File: config.mk
export PLATFORM = sky130hd
export DESIGN_NAME = regfile_mp
export DESIGN_NICKNAME = d
export VERILOG_FILES = /design/src/rtl/regfile_mp.sv
export SDC_FILE = /design/constraint.sdc
export NUM_CORES = 1
export LEC_CHECK = 0
export CAP_MARGIN = 25
export CELL_PAD_IN_SITES_DETAIL_PLACEMENT = 1
export CELL_PAD_IN_SITES_GLOBAL_PLACEMENT = 2
export CORE_ASPECT_RATIO = 1.2
export CORE_MARGIN = 1
export CORE_UTILIZATION = 35
export CTS_CLUSTER_SIZE = 40
export DETAILED_ROUTE_END_ITERATION = 10
export GPL_ROUTABILITY_DRIVEN = 0
export MAX_ROUTING_LAYER = met4
export PLACE_DENSITY_LB_ADDON = 0.1
export REMOVE_ABC_BUFFERS = 1
export SLEW_MARGIN = 0
export SYNTH_ARGS = -nofsm -noshare
export SYNTH_HDL_FRONTEND = slang
export SYNTH_SLANG_ARGS = --single-unit
File: constraint.sdc
create_clock -name clk -period 3.1 [get_ports clk]
set_clock_uncertainty 0.15 [all_clocks]
set_input_delay 0.775 -clock clk [delete_from_list [all_inputs] [get_ports clk]]
set_output_delay 0.775 -clock clk [all_outputs]
set_load 0.02 [all_outputs]
File: src/rtl/regfile_mp.sv
`timescale 1ns/1ps
// regfile_mp: parametrised register file with NUM_RD registered read ports, one byte-enabled write port and a sequenced bulk clear.
// Latency: reads 1 cycle (rd_data/rd_valid in the cycle after the request); a write is visible to the next cycle's read; a clear takes DEPTH cycles.
// Backpressure: none; wr/rd are dropped while busy=1 or en=0, and en=0 freezes the clear sweep. Optional macro REGFILE_MP_BYPASS_EN forwards same-cycle write data to a colliding read.
module regfile_mp #(
    parameter int DATA_W = 32,
    parameter int DEPTH  = 16,
    parameter int ADDR_W = $clog2(DEPTH),
    parameter int NUM_RD = 2
) (
    input  logic                     clk,
    input  logic                     rst,
    input  logic                     en,
    input  logic                     wr,
    input  logic [ADDR_W-1:0]        wr_addr,
    input  logic [DATA_W-1:0]        wr_data,
    input  logic [DATA_W/8-1:0]      wr_be,
    input  logic                     rd,
    input  logic [NUM_RD*ADDR_W-1:0] rd_addr,
    output logic [NUM_RD*DATA_W-1:0] rd_data,
    output logic                     rd_valid,
    input  logic                     clr_req,
    output logic                     busy
);

    localparam int NB = DATA_W / 8;

    typedef enum logic {
        ST_IDLE  = 1'b0,
        ST_CLEAR = 1'b1
    } state_t;

    state_t                   state;
    state_t                   state_nxt;
    logic [ADDR_W-1:0]        clr_cnt;
    logic [ADDR_W-1:0]        clr_cnt_nxt;
    logic                     clr_step;

    logic [DATA_W-1:0]        mem [DEPTH];

    logic                     idle;
    logic                     acc_clr;
    logic                     acc_wr;
    logic                     acc_rd;
    logic                     wr_in_range;
    logic [DATA_W-1:0]        wr_merged;
    logic [NUM_RD*DATA_W-1:0] rd_data_nxt;

    // Addresses past DEPTH exist only for non-power-of-two depths; widen before comparing.
    function automatic logic in_range(input logic [ADDR_W-1:0] a);
        return {{(32-ADDR_W){1'b0}}, a} < 32'(DEPTH);
    endfunction

    // A pending clear request takes the cycle: wr/rd arriving alongside it are dropped.
    assign idle        = (state == ST_IDLE);
    assign acc_clr     = en && clr_req && idle;
    assign acc_wr      = en && wr && idle && !clr_req;
    assign acc_rd      = en && rd && idle && !clr_req;
    assign wr_in_range = in_range(wr_addr);

    // Old entry with the enabled bytes replaced; used for the write and for forwarding.
    always_comb begin
        wr_merged = wr_in_range ? mem[wr_addr] : '0;
        for (int k = 0; k < NB; k++) begin
            if (wr_be[k]) begin
                wr_merged[8*k +: 8] = wr_data[8*k +: 8];
            end
        end
    end

    // Clear sequencer next state: one entry per enabled cycle, back to idle after the last entry.
    always_comb begin
        state_nxt   = state;
        clr_cnt_nxt = clr_cnt;
        clr_step    = 1'b0;
        case (state)
            ST_IDLE: begin
                if (acc_clr) begin
                    state_nxt   = ST_CLEAR;
                    clr_cnt_nxt = '0;
                end
            end
            ST_CLEAR: begin
                if (en) begin
                    clr_step = 1'b1;
                    if (clr_cnt == ADDR_W'(DEPTH - 1)) begin
                        state_nxt   = ST_IDLE;
                        clr_cnt_nxt = '0;
                    end else begin
                        clr_cnt_nxt = clr_cnt + 1'b1;
                    end
                end
            end
            default: begin
                state_nxt   = ST_IDLE;
                clr_cnt_nxt = '0;
            end
        endcase
    end

    // Sequencer state, sweep index and the registered busy flag (tracks the state register).
    always_ff @(posedge clk) begin
        if (rst) begin
            state   <= ST_IDLE;
            clr_cnt <= '0;
            busy    <= 1'b0;
        end else begin
            state   <= state_nxt;
            clr_cnt <= clr_cnt_nxt;
            busy    <= (state_nxt == ST_CLEAR);
        end
    end

    // Storage: reset clears everything, the sweep clears one entry, otherwise byte-merged writes.
    always_ff @(posedge clk) begin
        if (rst) begin
            for (int i = 0; i < DEPTH; i++) begin
                mem[i] <= '0;
            end
        end else if (clr_step) begin
            mem[clr_cnt] <= '0;
        end else if (acc_wr && wr_in_range) begin
            mem[wr_addr] <= wr_merged;
        end
    end

    // Per-port read mux; out-of-range ports return zero, colliding ports may see the new value.
    always_comb begin
        rd_data_nxt = '0;
        for (int p = 0; p < NUM_RD; p++) begin
            if (in_range(rd_addr[p*ADDR_W +: ADDR_W])) begin
                rd_data_nxt[p*DATA_W +: DATA_W] = mem[rd_addr[p*ADDR_W +: ADDR_W]];
`ifdef REGFILE_MP_BYPASS_EN
                if (acc_wr && wr_in_range && (rd_addr[p*ADDR_W +: ADDR_W] == wr_addr)) begin
                    rd_data_nxt[p*DATA_W +: DATA_W] = wr_merged;
                end
`endif
            end
        end
    end

    // Read output registers: data holds between accepted reads, valid is a one-cycle strobe.
    always_ff @(posedge clk) begin
        if (rst) begin
            rd_data  <= '0;
            rd_valid <= 1'b0;
        end else begin
            rd_valid <= acc_rd;
            if (acc_rd) begin
                rd_data <= rd_data_nxt;
            end
        end
    end

endmodule

# Yosys cells after proc, flatten, opt, wreduce, memory -nomap -nowiden
# Memory sizes are Yosys's and may differ from the RTL's. A register that Yosys moved wholly into a read port is not among the register bits.
# Index checks and enable logic that the tools add are counted.
# word_totals
ramBits	512
latchBits	0
input_bits	54
rom_bits	0
register_bits	6
mem_count	1
# op_classes
n_bitwise	1
addsub	1
muxes	29
n_shift	0
n_mul	0
div	0
order_cmp	0
reduce_logical	16
eq_ne	7
# mem_list
memory	words	width	rd	rd_ports_with_merged_regs	wr	line	rtl
mem	16	32	2	2	16	39	logic [DATA_W-1:0] mem [DEPTH];
# op_table
operator	n
$mux W32	2
$reduce_or A32 Y1	2
$mux W8	4
$mux W4	6
$mux W1	15
$reduce_and A2 Y1	5
$logic_and A1 B1 Y1	8
$pmux W4 S2	1
$add A4 B1 Y4 const B	1
$eq A4 B4 Y1 const B	1
$ne A1 B1 Y1 const B	4
$ne A2 B1 Y1 const B	1
$ne A2 B2 Y1 const B	1
$pmux W1 S2	1
$logic_not A1 Y1	1
$not A1 Y1	1

# Longest topological paths before layout
# Gate-level depths: netlist of run 1.
# logic_depth
word_depth	10
ltp_mapped	8
ltp_nobuf	6

# Worst setup path before layout of run 1
# OpenSTA, ideal clock, no wires.
# synth_path
path_type	input to register
from	input wr_be[0]
to	memory mem[10][24], enable pin
setup_slack_ps	-73
arrival_time_ps	2648
required_time_ps	2575
setup_ps	375
path_buffers	1
cell_stages	6
path_cell_list	or4_4 > nand3_2 > buf_2 > mux2i_1 > nand2_1 > o21bai_1
# synth_lines
element	line	rtl
start: declaration	17	input logic [DATA_W/8-1:0] wr_be,
end: declaration	39	

==> flow_summary.yaml, run 1 <==
run_status:
  outcome: "completed"
floorplanning:
  core_um2: 81000
  ios: 120
  die_w_um: 264
  die_area_um2: 83500
  num_rows: 114
  start_util: 0.356
  fp.dieH_um: 316
grt:
  grtUsageMet2: 0.428
  globalRoute.totalOverflow: 0
  gr-usage-met1: 0.285
  grt_max_degree: 72
  grt_pass1_vias: 21000
  global_route.usage.met3: 0.0381
  antenna_found_initial: 2
  grt_busiest_layer: "met2"
  grt_pass1_wl_um: 141000
  track_usage: 0.242
synthesis:
  synth_top_area_frac: 0.533
  seq_area_frac_synth: 0.582
  synth-seq-cells: 582
  synth_compound_area_frac: 0.0448
  synth_area_leader_cell: "edfxtp_1"
  synth.avg_cell_area_um2: 14.3
  synthSimpleGateAreaFrac: 0.100
  synth_xor_xnor_area_share: 0
  synthDistinctLibCells: 44
  synthAdderAreaFrac: 0.000434
  synth_mux_area_frac: 0.245
  synth_area_um2: 28800
  postSynthCellCount: 2011
  ys_warn_count: 0
  synthFlopType: "edfxtp_1"
  synth_top_family_by_area: "multiplexers"
  ys_top_cells_by_area: "edfxtp_1, mux4_2, nor2_1"
  synth-edff-count: 512
  synthArstFlopShare: 0
cts:
  root_buffer: "clkbuf_16"
  insertion_delay_ps: 600
  clock-sinks: 582
  clockBufferDepth: 3
  htree_levels: 3
  postCtsHoldBufs: 0
  cts_tree: "built"
  numCtsBuffers: 66
  postCtsSetupBuffers: 0
  clkTransAtPathRegs_ps: 60
setup_path:
  cp.required_ps: 3310
  worstSetupPathType: "input pin to register"
  worst_setup_path_end_kind: "register"
  critPathLaunch: "wr_be[0]"
  slowest_delay_ps: 600
  start_kind: "input pin"
  cp_common_cell: "buf_4"
  crit_slowest_cell: "or4_4"
  reg2reg_depth: 9
  worstSetupEndpoint: "mem[10][13]$_SDFFCE_PN0P_"
  cp_max_fo: 18
  reg2reg_from: "state$_SDFF_PP0_"
  crit_chain: "clkdlybuf4s50_1 -> or4_4 -> nand3_2 -> buf_12 -> buf_4 -> nor2_1 -> a31oi_1 -> o21bai_1 -> buf_4"
  r2r_end: "mem[0][28]$_SDFFCE_PN0P_"
  arrival_ps: 3270
  r2r_slack_ps: 490
sta:
  fin_crit_ps: 3060
  worst_slew_pin_slew_ps: 761
  hold_viol: 0
  slew_violations: 0
  setup_viol: 0
  fmax_ghz: 0.327
  fin_ws_ps: 42.2
  finalCritPeriodShare: 0.986
  fin_hold_ws_ps: 312
  slew_headroom: 0.493
  grt_setup_unrepaired: "false"
placed_design:
  portBuffers: 119
  pre_cts_slack_ps: -563
  dpl.hpwl_um: 68200
power:
  power.total_uw: 19700
  p_per_area_nw_per_um2: 536
  irDropWorstVdd_uv: 299
  leakage_uw: 0.0129
routing:
  drt_iter0_markers: 1226
  final_antenna_net_count: 0
  vias: 19200
  first_pass_iters: 4
  wire_per_inst_um: 28.0
  drc_errors: 0
  via_per_inst: 5.56
  wl_um: 96500
finish:
  fin_nets: 2405
  area_growth_pct: 27.2
  final_util: 0.453
  final_layout_size_suffix_gt1_frac: 0.300
  fill_cells: 8027
worst_hold_path:
  hold_class: "register to register"
  min-delay-start: "rd_data[30]$_SDFFE_PP0P_"
flow_run:
  drv_cap: 0
## power by group
| group | switching (uW) | total, uW | internal (uW) |
|---|---|---|---|
| Clock | 3280 | 8880 | 5600 |
| Combinational | 986 | 1870 | 886 |
| Sequential | 147 | 8920 | 8770 |
| Total | 4410 | 19700 | 15300 |
## sequential cells by signal, summed over array words and instances (netlist names)
signal,flops
rd_data,64
clr_cnt,4
mem,512
state,1
rd_valid,1
## area by class of cell
class | count | area (um2) | share of cell area
well taps | 1044 | 1310 | 0.0356
diodes | 2 | 5.00 | 0.000136
repair buffers | 447 | 4780 | 0.130
clock inverters | 32 | 572 | 0.0156
flip-flops and latches | 582 | 16800 | 0.457
clock buffers | 87 | 1880 | 0.0512
multi-input cells | 1249 | 11400 | 0.309
inverters | 4 | 15.0 | 0.000409
## worst max-delay path: cells and delay by family
family / cells / cell delay, ps
compound gates: 2 / 710
buf+inv: 4 / 960
simple gates: 3 / 820
## metal layers
metal	up-vias	share of wire
met4	0	0.023
met1	10100	0.40
met5	-	0
li1	8463	-
met3	146	0.047
met2	477	0.53
## through the flow
stage	TNS [ps]	instance area, um2	std cells
2_1_floorplan	-944990	28000	1835
3_3_place_gp	-338470	34200	3326
3_5_place_dp	-370060	34200	3326
4_1_cts	0	36700	3445
5_1_grt	0	36700	3446
6_report	0	36700	3447
## Yosys cell counts (2+ instances only)
master    count
nor2_1      522
edfxtp_1    512
mux4_2      256
mux2i_1     129
buf_2        81
clkbuf_1     79
nand2_1      78
dfxtp_1      70
o21bai_1     64
o221ai_1     64
nand3_1      63
buf_1        10
a21oi_1       7
and3b_1       7
nor3_1        7
a31oi_2       6
nand3_2       6
buf_4         5
and3_1        4
inv_1         4
nand2b_1      4
a32oi_1       3
o21a_1        3
o21ai_0       3
a31oi_1       2
and2_1        2
nor2b_1       2
nor4_1        2
## logic make-up after synthesis
| family | after synthesis |
|---|---|
| adder cells (fa/ha/maj) | 1 |
| AO/OA/AOI/OAI | 159 |
| buffers and inverters | 180 |
| AND/OR/NAND/NOR | 703 |
| flip-flops | 582 |
| multiplexers | 386 |
## worst min path at each step
stage / to / slack [ps] / cells past startpoint
floorplan: clr_cnt[3]$_SDFFE_PP0P_ / 410 / 2
global placement: rd_data[19]$_SDFFE_PP0P_ / 300 / 2
detailed placement: rd_data[57]$_SDFFE_PP0P_ / 310 / 2
CTS: rd_data[23]$_SDFFE_PP0P_ / 320 / 2
global route: rd_data[20]$_SDFFE_PP0P_ / 340 / 2
finish: rd_data[30]$_SDFFE_PP0P_ / 310 / 2
## placed cells by master (no fill, tap or decap), types with 12 or more instances in the layout
master	n
buf_12	90
buf_4	241
bufinv_16	16
clkbuf_1	12
clkbuf_16	71
clkdlybuf4s50_1	110
dfxtp_1	70
edfxtp_1	512
mux2i_1	128
mux4_2	256
nand2_1	76
nand3_1	63
nor2_1	522
o21bai_1	64
o221ai_1	64
## what timing repair did
action	CTS	global route
resized for setup	0	2
setup endpoints to repair	0	77
endpoints found under the hold margin	0	0
(Power assumes the default switching activity.)
==> run 2: changes to the inputs <==
Settings changed: CORE_ASPECT_RATIO 1.2 to default.
==> flow_summary.yaml, run 2 (synthesis gave the netlist of run 1 again) <==
power:
  leakage_uw: 0.0128
  p_per_area_nw_per_um2: 520
  irDropWorstVdd_uv: 325
grt:
  grt_busiest_layer: "met2"
  grtUsageMet2: 0.403
  global_route.usage.met3: 0.0316
  grt_max_degree: 72
  globalRoute.totalOverflow: 0
  antenna_found_initial: 0
  gr-usage-met1: 0.317
  grt_pass1_wl_um: 143000
  track_usage: 0.244
  grt_pass1_vias: 21200
placed_design:
  portBuffers: 119
  dpl.hpwl_um: 68500
  place_area_um2: 34300
  dpl.cell_count: 3359
setup_path:
  slowest_delay_ps: 570
  start_kind: "input pin"
  crit_family: "simple AND/OR/NAND/NOR gates"
  worst_setup_path_end_kind: "register"
  cp_max_fo: 6
  worstSetupPathType: "input pin to register"
  cp_num_cells: 7
  crit_chain: "clkdlybuf4s50_1 -> or4_4 -> and2_1 -> a221oi_1 -> nand2_1 -> o21bai_1 -> buf_4"
  crit_buf_inv: 2
  reg2reg_depth: 8
  cp.required_ps: 3250
  arrival_ps: 3100
  crit_slowest_cell: "or4_4"
sta:
  setup_viol: 0
  hold_viol: 0
  fin_setup_tns_ps: 0
  fmax_ghz: 0.339
  slew_violations: 0
  slew_headroom: 0.503
  fin_crit_ps: 2950
  worst_slew_pin_slew_ps: 746
  finalCritPeriodShare: 0.951
  fin_hold_ws_ps: 311
  grt_setup_unrepaired: "false"
finish:
  final_util: 0.451
  area_growth_pct: 26.7
  final_cell_count_no_fill: 3487
  mostFrequentLayoutCell: "nor2_1"
  fin_nets: 2426
  largest_reg_flops: 512
  top_register: "mem"
  final_cell_mix: "nor2_1, edfxtp_1, buf_4"
  antenna_cells: 0
  final_layout_size_suffix_gt1_frac: 0.303
  final_cell_area_um2: 36500
  top_regs: "mem x512, rd_data x64, clr_cnt x4"
routing:
  drc_errors: 0
  wire_per_inst_um: 27.8
  vias: 19400
  wl_um: 96900
  first_pass_iters: 5
  via_per_inst: 5.57
  drt_iter0_markers: 1339
  final_antenna_net_count: 0
cts:
  root_buffer: "clkbuf_16"
  clockBufferDepth: 3
  htree_levels: 3
  postCtsSetupBuffers: 0
  insertion_delay_ps: 610
  cts_tree: "built"
  clkTransAtPathRegs_ps: 60
  numCtsBuffers: 70
  clock-sinks: 582
floorplanning:
  num_rows: 104
  fp.dieH_um: 289
  die_area_um2: 83500
  die_w_um: 289
  core_um2: 81100
  ios: 120
  start_util: 0.356
worst_hold_path:
  min_path_cells: 2
  hold_class: "register to register"
flow_run:
  drv_cap: 0
run_status:
  outcome: "completed"
-- run 2: changes by cell type in the layout (fill, tap and decap cells not counted), moves of 3 or more --
cell,change
buf_12,-9
buf_4,+25
clkinv_2,+3
inv_6,+3
clkbuf_16,+3
bufinv_16,-12
clkbuf_1,+6
clkinv_1,+6
-- run 2: layer usage --
| layer | vias up | wire (um) |
|---|---|---|
| li1 | 8518 | - |
| met1 | 10300 | 41900 |
| met2 | 508 | 48400 |
| met3 | 123 | 4410 |
| met4 | 0 | 2170 |
| met5 | - | 0 |
-- run 2: area by class of cell --
type | count | area [um2]
fill | 8055 | 44500
sequential | 582 | 16800
multi-input combinational | 1249 | 11400
timing repair buffer | 464 | 4790
clock buffer | 97 | 1990
tap | 1060 | 1330
clock inverter | 31 | 265
inverter | 4 | 15.0
-- run 2: final timing paths --
check,startpoint,end,slack (ps)
setup / recovery,wr_be[1],mem[8][8]$_SDFFCE_PN0P_,150
hold / removal,rd_data[14]$_SDFFE_PP0P_,rd_data[14]$_SDFFE_PP0P_,310
setup reg to reg,state$_SDFF_PP0_,mem[1][30]$_SDFFCE_PN0P_,450
hold reg to reg,rd_data[14]$_SDFFE_PP0P_,rd_data[14]$_SDFFE_PP0P_,310
-- run 2: report_power, final --
| part | internal, uW | switching, uW |
|---|---|---|
| logic | 896 | 981 |
| clock network | 4820 | 3360 |
| registers | 8770 | 155 |
-- run 2: through the flow --
step | worst slack, ps | total power [uW]
2_1_floorplan | -1400 | 9890
3_3_place_gp | -543 | 10900
3_5_place_dp | -641 | 11000
4_1_cts | 97.3 | 19200
5_1_grt | 74.4 | 19600
6_report | 151 | 19000
-- run 2: what timing repair did --
action | in CTS | in global routing
hold endpoints to repair | 0 | 0
endpoints found under the setup margin | 5 | 47
hold buffers | 0 | 0
gates cloned | 0 | 0
resized for setup | 1 | 3
-- run 2: worst register-to-register path, stage by stage, from the launching register on --
cell	delay, ps
dfxtp_1	330
nor4b_4	420
nand3_4	200
buf_4	240
nor4_2	280
a31oi_4	80
buf_12	210
o21bai_1	250
buf_4	200
